`src/rtl/stage_sequencer.sv`:
```
// Five-stage instruction sequencer with bounded memory waits, halt/step control
// and busy-cycle / retired-instruction counters.
module stage_sequencer #(
  parameter int unsigned WAIT_MAX = 15,
  parameter int unsigned CNT_W    = 32
) (
  input  logic             sysclk,
  input  logic             cpu_reset,
  input  logic             start,
  input  logic             halt_req,
  input  logic             step_mode,
  input  logic             imem_ready,
  input  logic             mem_op,
  input  logic             dmem_ready,
  output logic             f_en,
  output logic             d_en,
  output logic             e_en,
  output logic             m_en,
  output logic             w_en,
  output logic             retire,
  output logic             busy,
  output logic             halted,
  output logic             err,
  output logic [CNT_W-1:0] cycle_cnt,
  output logic [CNT_W-1:0] instret
);

  localparam int unsigned WaitW = (WAIT_MAX < 1) ? 1 : $clog2(WAIT_MAX + 1);
  localparam logic [WaitW-1:0] WaitMax = WaitW'(WAIT_MAX);

  typedef enum logic [2:0] {
    StIdle,
    StFetch,
    StDecode,
    StExecute,
    StMem,
    StWb,
    StHalt,
    StError
  } state_e;

  state_e             r_state;
  state_e             w_state_next;
  logic [WaitW-1:0]   r_wait_cnt;
  logic [CNT_W-1:0]   r_cycle_cnt;
  logic [CNT_W-1:0]   r_instret;
  logic               w_waiting;
  logic               w_mem_done;

  assign w_mem_done = !mem_op || dmem_ready;

  always_comb begin
    w_state_next = r_state;
    w_waiting    = 1'b0;
    case (r_state)
      StIdle:    if (start) w_state_next = StFetch;
      StFetch: begin
        if (imem_ready) begin
          w_state_next = StDecode;
        end else begin
          w_waiting = 1'b1;
          if (r_wait_cnt == WaitMax) w_state_next = StError;
        end
      end
      StDecode:  w_state_next = StExecute;
      StExecute: w_state_next = StMem;
      StMem: begin
        // A ready arriving on the last allowed wait cycle still wins over the timeout.
        if (w_mem_done) begin
          w_state_next = StWb;
        end else begin
          w_waiting = 1'b1;
          if (r_wait_cnt == WaitMax) w_state_next = StError;
        end
      end
      StWb:      w_state_next = (halt_req || step_mode) ? StHalt : StFetch;
      StHalt:    if (start) w_state_next = StFetch;
      StError:   w_state_next = StError;
      default:   w_state_next = StError;
    endcase
  end

  always_ff @(posedge sysclk) begin
    if (cpu_reset) begin
      r_state     <= StIdle;
      r_wait_cnt  <= '0;
      r_cycle_cnt <= '0;
      r_instret   <= '0;
    end else begin
      r_state <= w_state_next;
      if (w_state_next != r_state) begin
        r_wait_cnt <= '0;
      end else if (w_waiting) begin
        r_wait_cnt <= r_wait_cnt + WaitW'(1);
      end
      if (busy) r_cycle_cnt <= r_cycle_cnt + CNT_W'(1);
      if (r_state == StWb) r_instret <= r_instret + CNT_W'(1);
    end
  end

  assign f_en      = (r_state == StFetch) && imem_ready;
  assign d_en      = (r_state == StDecode);
  assign e_en      = (r_state == StExecute);
  assign m_en      = (r_state == StMem) && w_mem_done;
  assign w_en      = (r_state == StWb);
  assign retire    = (r_state == StWb);
  assign busy      = (r_state == StFetch) || (r_state == StDecode) || (r_state == StExecute) ||
                     (r_state == StMem) || (r_state == StWb);
  assign halted    = (r_state == StHalt);
  assign err       = (r_state == StError);
  assign cycle_cnt = r_cycle_cnt;
  assign instret   = r_instret;

endmodule

```
`config.mk`:
```
export PLATFORM = sky130hd
export DESIGN_NAME = stage_sequencer
export DESIGN_NICKNAME = d
export VERILOG_FILES = /design/src/rtl/stage_sequencer.sv
export SDC_FILE = /design/constraint.sdc
export NUM_CORES = 1
export LEC_CHECK = 0
export BUFFER_PORTS_ARGS = -buffer_cell sky130_fd_sc_hd__buf_2
export CELL_PAD_IN_SITES_DETAIL_PLACEMENT = 1
export CELL_PAD_IN_SITES_GLOBAL_PLACEMENT = 1
export CORE_ASPECT_RATIO = 2
export CORE_UTILIZATION = 35
export CTS_BUF_LIST = sky130_fd_sc_hd__clkbuf_4 sky130_fd_sc_hd__clkbuf_8 sky130_fd_sc_hd__clkbuf_16
export CTS_CLUSTER_DIAMETER = 50
export CTS_CLUSTER_SIZE = 28
export DETAILED_ROUTE_END_ITERATION = 10
export GPL_TIMING_DRIVEN = 0
export PLACE_DENSITY = 0.82
export SYNTH_ARGS = -nofsm -noshare
export SYNTH_HDL_FRONTEND = slang
export SYNTH_SLANG_ARGS = --single-unit
```
`constraint.sdc`:
```
create_clock -name sysclk -period 3.9 [get_ports sysclk]
set_input_delay 0 -clock sysclk [delete_from_list [all_inputs] [get_ports sysclk]]
set_output_delay 0 -clock sysclk [all_outputs]
set_load 0.05 [all_outputs]
```
Yosys cells after proc, flatten, opt, wreduce, memory -nomap -nowiden
Index checks and enable logic that the tools add are counted.
- bits in registers: 71
- bits of input ports: 8
- output and inout bits: 73
- logic and storage cells: 37
- add/sub/neg operators: 3
- equal/unequal tests: 9
- multiplexer cells: 9
- reduce and logical (&&, ||, !) cells: 12
- operators by type and width (kind ; count):
    $add 32x1->32 const B ; 2
    $pmux 3 s7 ; 1
    $mux 3 ; 5
    $eq 3x3->1 const B ; 4
    $eq 3x2->1 const B ; 2
    $logic_or 1x1->1 ; 6
    $add 4x1->4 const B ; 1
    $eq 4x4->1 const B ; 1
    $reduce_or 2->1 ; 2
    $eq 3x1->1 const B ; 1
    $logic_not 3->1 ; 1
    $ne 3x3->1 ; 1
    $logic_and 1x1->1 ; 2
    $mux 1 ; 2
    $pmux 1 s2 ; 1
    $logic_not 1->1 ; 1

Depth between registers and ports, before layout
- depth in word-level cells: 6
- mapped depth: 6
- depth with buffers taken out: 5

Worst setup path after synthesis
No wires, ideal clock.
- path type: register -> register
- from: register r_instret[10] (netlist: instret[10])
- to: register r_instret[29] (netlist: instret[29])
- library setup time: 121 ps
- arrival: 2079 ps
- required time: 3779 ps
- slack: 1701 ps
- stages on the path, launching flop included: 6
- path buffers: 1
- cell sequence: dfxtp_1 and4_4 nand4_4 clkbuf_1 nor4_1 mux2_2
- cells in the longest elaborated chain, start to end: 1
- ends and longest elaborated chain (what ; RTL line ; RTL):
    start, declared ; 46 ; logic [CNT_W-1:0] r_instret;
    start signal, assigned ; 97 ; if (r_state == StWb) r_instret <= r_instret + CNT_W'(1);
    $add 32x1->32 ; 97 ;
No other way between the ends.
A chain may end at the register's enable or synchronous reset.

Worst setup path in the final report
- from: register r_cycle_cnt[0] (netlist: cycle_cnt[0])
- to: register r_cycle_cnt[28] (netlist: cycle_cnt[28])
- cells in the longest elaborated chain, start to end: 1
- ends and longest elaborated chain (what ; RTL line ; RTL):
    start, declared ; 45 ; logic [CNT_W-1:0] r_cycle_cnt;
    start signal, assigned ; 96 ; if (busy) r_cycle_cnt <= r_cycle_cnt + CNT_W'(1);
    $add 32x1->32 ; 96 ;
No other way between the ends.

==> flow_summary_export.csv <==
group,metric,value,unit
yosys,synth_cell_types,48,
drt,vias,3878,
layout,final_util,0.4467,
job,drv_cap,0,
clock_tree,cts_resized,0,
sta,tightest_slew,0.7602,ns
floorplan,die_area,11320,um2
clock_tree,cts_root_buf,"clkbuf_16",
floorplan,io_pins,81,
drt,drt_iter0_markers,123,
clock_tree,h-tree-depth,3,
yosys,mappedNetlistArea,3805,um2
drt,wire_per_inst,17.08,um
yosys,synth_top_area_share,0.3736,
yosys,synth_enable_flop_cells,0,
layout,layout.nets,557,
setup_path,critical_path_class,"flop to flop",
run_status,outcome,"completed",
power,vdd_drop_max,0.3080,mV
clock_tree,holdBufCountCts,0,
yosys,synth.most_common_cell,"dfxtp_1",
setup_path,critPathCaptureType,"flop",
sta,period_needed,2.249,ns
setup_path,critPathLaunchType,"flop",
drt,ant_nets,0,
min_path,worstHoldPathType,"input port to flop",
drt,routed_via_density,5.637,
power,p_per_area,433.3,nW/um2
global_routing,grt_pass1_vias,3925,
global_routing,grt_use_total,0.2205,
yosys,synth_top_flop_cell,"dfxtp_1",
floorplan,rows,53,
yosys,yosysSeqAreaShare,0.3736,
yosys,ys_async_sr_fraction,0,
floorplan,dieWidth,75.73,um
layout,antenna_cells,0,
yosys,syn_inst,455,
placed_design,placed_cell_area,4377,um2
global_routing,grt_pass1_wl,18820,um
sta,fin_setup_tns,0,ns
sta,hold_slack,0.01149,ns
sta,fmax,444.7,MHz
clock_tree,clkTransAtPathRegs,0.06,ns
setup_path,r2r_cells,6,
clock_tree,cts_tree,"done",
layout,postLayoutCellArea,4710,um2
layout,layout-drive-gt1-share,0.2323,
drt,wirelength,11750,um
yosys,syn_nets,466,
yosys,ys_seq_elements,71,
clock_tree,cts_inserted_buffers,9,
yosys,synth_area_leaders,"dfxtp_1 (37%), o31ai_1 (5.1%), mux2_2 (4.7%)",
floorplan,initial_core_util,0.3609,
clock_tree,insertion_delay,0.34,ns
power,p_leak,0.001846,uW
setup_path,worstPathRequired,4.16,ns
global_routing,antenna_found_initial,0,
global_routing,overflow,0,
yosys,yosysTopAreaCell,"dfxtp_1",
drt,drc,0,
sta,skew,0.005851,ns
yosys,postSynthAreaPerCell,8.362,um2
drt,firstDrtPassIters,4,
placed_design,port_buffers,80,
sta,final-setup-viol-count,0,
clock_tree,clock_path_buffers,2,
setup_path,worstPathMaxFanout,10,
yosys,ys_top_cells_by_count,"dfxtp_1 (71), nor2_1 (38), a21oi_1 (34)",
sta,rsz0062_at_grt,"no",
floorplan,die_y,149.5,um
clock_tree,cts_sinks,71,
clock_tree,post_cts_buffers,0,
setup_path,worstPathArrival,2.51,ns
layout,area_growth_syn_to_layout,23.78,%
placed_design,dp_hpwl,9127,um
floorplan,core-area,10540,um2
min_path,whs_path_depth,3,
sta,maxSlewViolCount,0,
placed_design,gp_congestion,0.8289,
yosys,ys.warnings.count,0,
sta,hold_violations,0,
sta,fin_crit_sh,0.5766,
sta,maxSlewHeadroom,0.4861,
global_routing,grt_max_degree,13,
## worst max-delay path, cell delays in order, from the launching register on
cell and delay, ns:
dfxtp_1 0.41, ha_1 0.19, a21boi_1 0.35, nand4_1 0.24, clkbuf_1 0.28, or4_1 0.53, a21oi_1 0.17
## report_power, final
group | total, uW | switching, uW | internal [uW]
clock network | 907 | 314 | 593
logic | 359 | 257 | 102
registers | 775 | 30.0 | 745
## registers in the layout (all words and copies together) (netlist names)
register / cells
cycle_cnt: 32
r_wait_cnt: 4
instret: 32
r_state: 3
## per-layer routing
layer	global-route usage	part of all wire
met4	0.1037	0.031
met1	0.2127	0.36
met3	0.04108	0.028
met2	0.4237	0.58
met5	0	0
## cells in the final DEF, fill, tap and decap left out, types with 2 or more instances in the layout
master	synthesis	layout
or3_1	6	6
nand4_1	15	15
clkinvlp_4	0	2
and3_1	7	7
and2_1	5	5
ha_1	3	3
bufinv_16	0	2
a211oi_1	5	5
xor2_1	15	15
nor4_1	17	17
o21ai_0	9	9
clkbuf_8	0	2
inv_1	16	16
nor2_1	38	38
dfxtp_1	71	71
o211ai_1	5	5
xnor2_1	3	3
a21oi_1	34	34
clkbuf_1	17	17
o31ai_1	26	26
nand3_1	26	26
nand2b_1	4	4
mux2_2	16	16
mux2i_1	2	2
buf_2	8	88
and4b_1	2	2
or4_1	24	24
nor4b_1	2	2
nor2b_1	22	22
nor3_1	3	3
nand2_1	26	26
clkbuf_16	0	9
and4_1	9	9
## through the flow
step | worst slack [ns] | instances | total power [uW]
2_1_floorplan | 1.701 | 455 | 1048
3_3_place_gp | 1.786 | 672 | 1136
3_5_place_dp | 1.681 | 672 | 1150
4_1_cts | 1.661 | 688 | 2061
5_1_grt | 1.515 | 688 | 2116
6_report | 1.651 | 688 | 2041
## cells by family (layout without fill, tap and decap cells)
| kind of cell | after synthesis | count (layout) | synth area share |
|---|---|---|---|
| adders and majority gates | 3 | 3 | 0.009866 |
| and+or+nand+nor | 214 | 214 | 0.3285 |
| DFF | 71 | 71 | 0.3736 |
| muxes | 19 | 19 | 0.05557 |
| AOI/OAI and AO/OA | 87 | 87 | 0.1450 |
| xor gates and xnor gates | 18 | 18 | 0.04144 |
| buffers and inverters | 43 | 139 | 0.04604 |
## worst paths after layout
kind | from | to | slack [ns]
worst max-delay path | cycle_cnt[0] | cycle_cnt[28] | 1.65
worst min-delay path | imem_ready | r_state[1] | 0.01
worst max register to register | cycle_cnt[0] | cycle_cnt[28] | 1.65
worst min register to register | cycle_cnt[15] | cycle_cnt[15] | 0.49
## area by class of cell
cell class,instances,area (um2)
Fill cell,1312,5834
Multi-Input combinational cell,341,2208
Sequential cell,71,1421
Timing Repair Buffer,80,400.4
Clock buffer,11,252.7
Tap cell,137,171.4
Buffer,27,115.1
Clock inverter,5,80.08
Inverter,16,60.06
(Power assumes the default switching activity.)
